<file path="src/rtl/wishbone_pkg.sv">
// Shared types and constants for the two-master Wishbone arbiter.
package wishbone_pkg;

  localparam int unsigned ADDR_WIDTH_DEFAULT = 32;
  localparam int unsigned DATA_WIDTH_DEFAULT = 32;

  // Encoding doubles as the one-hot grant vector (bit n = master n).
  typedef enum logic [1:0] {
    StIdle = 2'b00,
    StGnt0 = 2'b01,
    StGnt1 = 2'b10
  } arb_state_t;

  localparam logic [1:0] GRANT_NONE = 2'b00;
  localparam logic [1:0] GRANT_M0   = 2'b01;
  localparam logic [1:0] GRANT_M1   = 2'b10;

endpackage

</file>
<file path="src/rtl/wishbone_arbiter_mux.sv">
// Combinational routing between the two masters and the shared bus, selected by the
// one-hot grant. With no grant every bus output and every return path is held at 0.
module wishbone_arbiter_mux
  import wishbone_pkg::*;
#(
  parameter int unsigned AddrWidth = ADDR_WIDTH_DEFAULT,
  parameter int unsigned DataWidth = DATA_WIDTH_DEFAULT
) (
  input  logic [1:0]           grant_i,
  input  logic [AddrWidth-1:0] m0_adr_i,
  input  logic [DataWidth-1:0] m0_dat_i,
  input  logic                 m0_cyc_i,
  input  logic                 m0_stb_i,
  input  logic                 m0_we_i,
  input  logic [AddrWidth-1:0] m1_adr_i,
  input  logic [DataWidth-1:0] m1_dat_i,
  input  logic                 m1_cyc_i,
  input  logic                 m1_stb_i,
  input  logic                 m1_we_i,
  output logic                 m0_ack_o,
  output logic [DataWidth-1:0] m0_dat_o,
  output logic                 m1_ack_o,
  output logic [DataWidth-1:0] m1_dat_o,
  output logic [AddrWidth-1:0] bus_adr_o,
  output logic [DataWidth-1:0] bus_dat_o,
  output logic                 bus_cyc_o,
  output logic                 bus_stb_o,
  output logic                 bus_we_o,
  input  logic                 bus_ack_i,
  input  logic [DataWidth-1:0] bus_dat_i
);

  logic sel_m0;
  logic sel_m1;

  assign sel_m0 = (grant_i == GRANT_M0);
  assign sel_m1 = (grant_i == GRANT_M1);

  // Forward the granted master's request onto the shared bus.
  always_comb begin
    bus_adr_o = '0;
    bus_dat_o = '0;
    bus_cyc_o = 1'b0;
    bus_stb_o = 1'b0;
    bus_we_o  = 1'b0;
    if (sel_m0) begin
      bus_adr_o = m0_adr_i;
      bus_dat_o = m0_dat_i;
      bus_cyc_o = m0_cyc_i;
      bus_stb_o = m0_stb_i;
      bus_we_o  = m0_we_i;
    end else if (sel_m1) begin
      bus_adr_o = m1_adr_i;
      bus_dat_o = m1_dat_i;
      bus_cyc_o = m1_cyc_i;
      bus_stb_o = m1_stb_i;
      bus_we_o  = m1_we_i;
    end
  end

  // Return ack/data to the granted master only; ack is gated by its own cyc & stb so a
  // stale target ack (arriving while stb is low) is swallowed.
  always_comb begin
    m0_ack_o = 1'b0;
    m0_dat_o = '0;
    m1_ack_o = 1'b0;
    m1_dat_o = '0;
    if (sel_m0) begin
      m0_ack_o = bus_ack_i & m0_cyc_i & m0_stb_i;
      m0_dat_o = bus_dat_i;
    end else if (sel_m1) begin
      m1_ack_o = bus_ack_i & m1_cyc_i & m1_stb_i;
      m1_dat_o = bus_dat_i;
    end
  end

endmodule

</file>
<file path="src/rtl/wishbone_arbiter.sv">
// Two-master to one-target Wishbone arbiter. Grant is registered and held for a whole
// tenure (while the granted master keeps cyc high); the data path is combinational.
// Build option: define WB_ARB_ROUND_ROBIN_EN for round-robin contention resolution,
// otherwise master 0 has fixed priority.
module wishbone_arbiter
  import wishbone_pkg::*;
#(
  parameter int unsigned ADDR_WIDTH = ADDR_WIDTH_DEFAULT,
  parameter int unsigned DATA_WIDTH = DATA_WIDTH_DEFAULT
) (
  input  logic                  clk_i,
  input  logic                  rst_n_i,
  input  logic [ADDR_WIDTH-1:0] adr_o_m0,
  input  logic [DATA_WIDTH-1:0] dat_o_m0,
  input  logic                  cyc_o_m0,
  input  logic                  stb_o_m0,
  input  logic                  we_o_m0,
  input  logic [ADDR_WIDTH-1:0] adr_o_m1,
  input  logic [DATA_WIDTH-1:0] dat_o_m1,
  input  logic                  cyc_o_m1,
  input  logic                  stb_o_m1,
  input  logic                  we_o_m1,
  output logic                  ack_i_m0,
  output logic [DATA_WIDTH-1:0] dat_i_m0,
  output logic                  ack_i_m1,
  output logic [DATA_WIDTH-1:0] dat_i_m1,
  output logic [ADDR_WIDTH-1:0] adr_o_out,
  output logic [DATA_WIDTH-1:0] dat_o_out,
  output logic                  cyc_o_out,
  output logic                  stb_o_out,
  output logic                  we_o_out,
  input  logic                  ack_i_in,
  input  logic [DATA_WIDTH-1:0] dat_i_in,
  output logic [1:0]            grant_o
);

  arb_state_t state_q;

`ifdef WB_ARB_ROUND_ROBIN_EN
  // 0 = master 0 held the last grant, 1 = master 1. Reset to 1 so master 0 wins first.
  logic last_grant_q;

  // Track the most recent grant holder; only consulted from idle.
  always_ff @(posedge clk_i or negedge rst_n_i) begin
    if (!rst_n_i) begin
      last_grant_q <= 1'b1;
    end else if (state_q == StGnt0) begin
      last_grant_q <= 1'b0;
    end else if (state_q == StGnt1) begin
      last_grant_q <= 1'b1;
    end
  end
`endif

  // Arbitration FSM: pick a master from idle, hold during cyc, hand off on release.
  always_ff @(posedge clk_i or negedge rst_n_i) begin
    if (!rst_n_i) begin
      state_q <= StIdle;
    end else begin
      unique case (state_q)
        StIdle: begin
          if (cyc_o_m0 && cyc_o_m1) begin
`ifdef WB_ARB_ROUND_ROBIN_EN
            state_q <= last_grant_q ? StGnt0 : StGnt1;
`else
            state_q <= StGnt0;
`endif
          end else if (cyc_o_m0) begin
            state_q <= StGnt0;
          end else if (cyc_o_m1) begin
            state_q <= StGnt1;
          end
        end
        StGnt0: begin
          // Hand straight to a waiting master 1 so there is no idle bubble.
          if (!cyc_o_m0) begin
            state_q <= cyc_o_m1 ? StGnt1 : StIdle;
          end
        end
        StGnt1: begin
          if (!cyc_o_m1) begin
            state_q <= cyc_o_m0 ? StGnt0 : StIdle;
          end
        end
        default: state_q <= StIdle;
      endcase
    end
  end

  // State encoding is the one-hot grant, so grant_o is a registered output.
  assign grant_o = state_q;

  wishbone_arbiter_mux #(
    .AddrWidth(ADDR_WIDTH),
    .DataWidth(DATA_WIDTH)
  ) u_mux (
    .grant_i  (state_q),
    .m0_adr_i (adr_o_m0),
    .m0_dat_i (dat_o_m0),
    .m0_cyc_i (cyc_o_m0),
    .m0_stb_i (stb_o_m0),
    .m0_we_i  (we_o_m0),
    .m1_adr_i (adr_o_m1),
    .m1_dat_i (dat_o_m1),
    .m1_cyc_i (cyc_o_m1),
    .m1_stb_i (stb_o_m1),
    .m1_we_i  (we_o_m1),
    .m0_ack_o (ack_i_m0),
    .m0_dat_o (dat_i_m0),
    .m1_ack_o (ack_i_m1),
    .m1_dat_o (dat_i_m1),
    .bus_adr_o(adr_o_out),
    .bus_dat_o(dat_o_out),
    .bus_cyc_o(cyc_o_out),
    .bus_stb_o(stb_o_out),
    .bus_we_o (we_o_out),
    .bus_ack_i(ack_i_in),
    .bus_dat_i(dat_i_in)
  );

endmodule

</file>
<file path="config.mk">
export PLATFORM = sky130hd
export DESIGN_NAME = wishbone_arbiter
export DESIGN_NICKNAME = d
export VERILOG_FILES = /design/src/rtl/wishbone_pkg.sv /design/src/rtl/wishbone_arbiter_mux.sv /design/src/rtl/wishbone_arbiter.sv
export SDC_FILE = /design/constraint.sdc
export NUM_CORES = 1
export LEC_CHECK = 0
export CAP_MARGIN = 20
export CORE_AREA = 5 5 113 115
export DETAILED_ROUTE_END_ITERATION = 10
export DIE_AREA = 0 0 118 120
export GPL_TIMING_DRIVEN = 0
export PLACE_DENSITY = 0.62
export SLEW_MARGIN = 0
export SYNTH_ARGS = -nofsm -noshare
export SYNTH_HDL_FRONTEND = slang
export SYNTH_HIERARCHICAL = 1
export SYNTH_SLANG_ARGS = --single-unit
export TNS_END_PERCENT = 1
</file>
<file path="constraint.sdc">
create_clock -name clk_i -period 1.9 [get_ports clk_i]
set_input_delay 0.19 -clock clk_i [delete_from_list [all_inputs] [get_ports clk_i]]
set_output_delay 0.19 -clock clk_i [all_outputs]
set_load 0.02 [all_outputs]
</file>
==> results <==
## area by class of cell
cell class	count	area [um2]	area share
sequential	2	50.05	0.01253
timing repair buffer	303	2476	0.6198
clock buffer	3	75.07	0.01879
tap	147	183.9	0.04604
multi-input combinational	139	1045	0.2615
buffer	22	165.2	0.04134
## metal layers
layer	vias up	wire, um
met5	-	0
met4	0	96
met3	10	761
met2	122	5648
met1	1133	4489
li1	1225	-
## critical path, stage by stage, from the launching register on
cell	delay, ns
dfrtp_1	0.41
nor2b_1	0.16
buf_6	0.15
buf_4	0.17
a22o_1	0.26
clkdlybuf4s15_2	0.28
## cell families (layout without fill, tap and decap cells)
kind of cell	after synthesis	after routing	synth area share
flip-flops	2	2	0.04145
AND/OR/NAND/NOR	70	70	0.3668
multiplexers	1	1	0.008290
buffers and inverters	22	328	0.09327
AO/OA/AOI/OAI	68	68	0.4901
## power by group through the flow
stage / logic [mW] / registers (mW) / clock network [mW]
6_report: 1.19 / 0.0502 / 0.319
2_1_floorplan: 0.524 / 0.0539 / 0
4_1_cts: 1.25 / 0.0503 / 0.326
3_5_place_dp: 1.35 / 0.0506 / 0
3_3_place_gp: 1.35 / 0.0501 / 0
5_1_grt: 1.26 / 0.0508 / 0.328
## final timing paths
kind | end | slack (ns) | from | depth (start not counted)
min in group clk_i | grant_o[1]$_DFFE_PN0P_ | 0.63 | cyc_o_m1 | 2
max in group asynchronous | grant_o[1]$_DFFE_PN0P_ | 1.64 | rst_n_i | 1
worst max register to register | grant_o[1]$_DFFE_PN0P_ | 1.08 | grant_o[1]$_DFFE_PN0P_ | 2
worst min-delay path | grant_o[0]$_DFFE_PN0P_ | 0.13 | rst_n_i | 1
worst min register to register | grant_o[0]$_DFFE_PN0P_ | 0.65 | grant_o[1]$_DFFE_PN0P_ | 2
worst max-delay path | adr_o_out[27] | 0.06 | grant_o[1]$_DFFE_PN0P_ | 5
## through the flow
stage,hold slack [ns],std cells,area [um2]
floorplan,-0.1056,163,1207
global placement,0.3605,613,4424
detailed placement,0.3650,613,4424
CTS,0.1349,616,4461
global route,0.1424,616,3995
finish,0.1347,616,3995
## synthesized netlist by cell type, drive strengths merged
master	n
dfrtp	2
mux2i	1
o21ai	1
nor2b	2
buf	19
and4	2
clkbuf	3
and2	66
a22o	67
==> metrics <==
Core Footprint 11710 um2; number of instances in the synthesized netlist 163; kind of capture point of the worst setup path primary output; sort of element at the start of the critical path register; fraction of final layout cells with drive strength greater than 1 0.3262; I/O pin total 304; count of different cell masters after synthesis 10; internal cell power 935.5 uW; pin count of the biggest net entering global routing 11; final setup violation count 0; initial antenna violation count 0; Fill cells 1268; vias after detailed routing 2490; Total Die Area 14160 um2; first-pass iteration count of the detailed router 4; sequential share of power 0.032; synthesis warning total 6; max-slew violation count 0; relative slew slack 0.8489; number of sinks driven by the clock tree 2; post-layout util 0.3411; Post CTS Setup Buffer Count 0; routability cong. 0.9441; Synth Net Count 332; worst-margin pin slew 0.2262 ns; largest clock skew in the final design 0.002819 ns; sum of overflow across all layers after global routing 0; number of flip-flops in the largest register 2; clock network power share 0.204; Antenna diodes 0; global routing met1 resource utilization 0.1698; top library cells by usage in the layout, fill and taps aside 170 x clkdlybuf4s50_1, 115 x clkbuf_2, 67 x a22o_1; global-route wire length before repair 15.62 mm; TritonCTS clock tree yes; Logic pwr share 0.764; number of global-route vias before repair 2556; worst-case setup slack after placement -0.2395 ns; GR Util met2 0.2472; top cells by area, synth a22o_1 49%, and2_1 34%, buf_2 7.5%; number of design-rule violations left by the first detailed-router iteration 96; Die Y 120 um; Resize count post-CTS 218; post-DP HPWL 9.706 mm; # Max-Cap Violations 0; min Tclk post-route 1.844 ns; leakage dissipation 1.914 nW; number of hold-slack violations in the final timing report 0; fin nets 640; floorplan row count 40; final period utilization 0.9707; biggest fanout along the worst timing path 10; buffer cell driving the clock tree root clkbuf_16; post-synthesis to final-layout area growth 230.9%; synthesized flop and latch total 2; Final WS setup 0.05563 ns; net switching fraction of the power 0.4013; type of the worst setup path reg -> out; Tightest Hold Check Type in -> async; average instance area after synthesis 7.407 um2; number of port buffers 303; GR Util All Layers 0.1376; fraction of post-synthesis cell area in the top cell type by area 0.4860; final wirelength 11.00 mm; Hold-fix buffers, CTS 0; busiest layer in global routing met2; met3 Track Usage GR 0.03346; sequential fraction of the synthesis area 0.04145; setup repair after global routing missed its margin yes; areal power density over the cells 391.1 nW/um2; post-CTS clock slew at the launch and capture registers of the worst setup and hold paths 0.03 ns; CTS buffer count 3; Clock Path Buffers 2; post-layout total power 1.563 mW; number of DRC violations after detailed routing 0; Arrival @ worst endpoint 1.65 ns; Avg WL per Cell 17.85 um; cell type with the highest aggregate area in the netlist a22o_1; run status completed; switching power total 627.1 uW; Clk Latency, worst-skew pair 0.22 ns; Highest Clock Rate 0.5422 GHz; starting density of the core 0.1031; via-per-instance ratio 4.042; maximum level of the CTS H-tree 1; Die X 118 um; count of antenna-violating nets left after detailed routing 0; leading cell type in the layout, fill and taps excluded clkdlybuf4s50_1; Critical Path RT 1.71 ns; setup TNS 0 ns; post-synthesis instance area 1207 um2; worst IR drop on VDD 0.0005014 V
No activity file was read; power rests on OpenSTA's default activity.
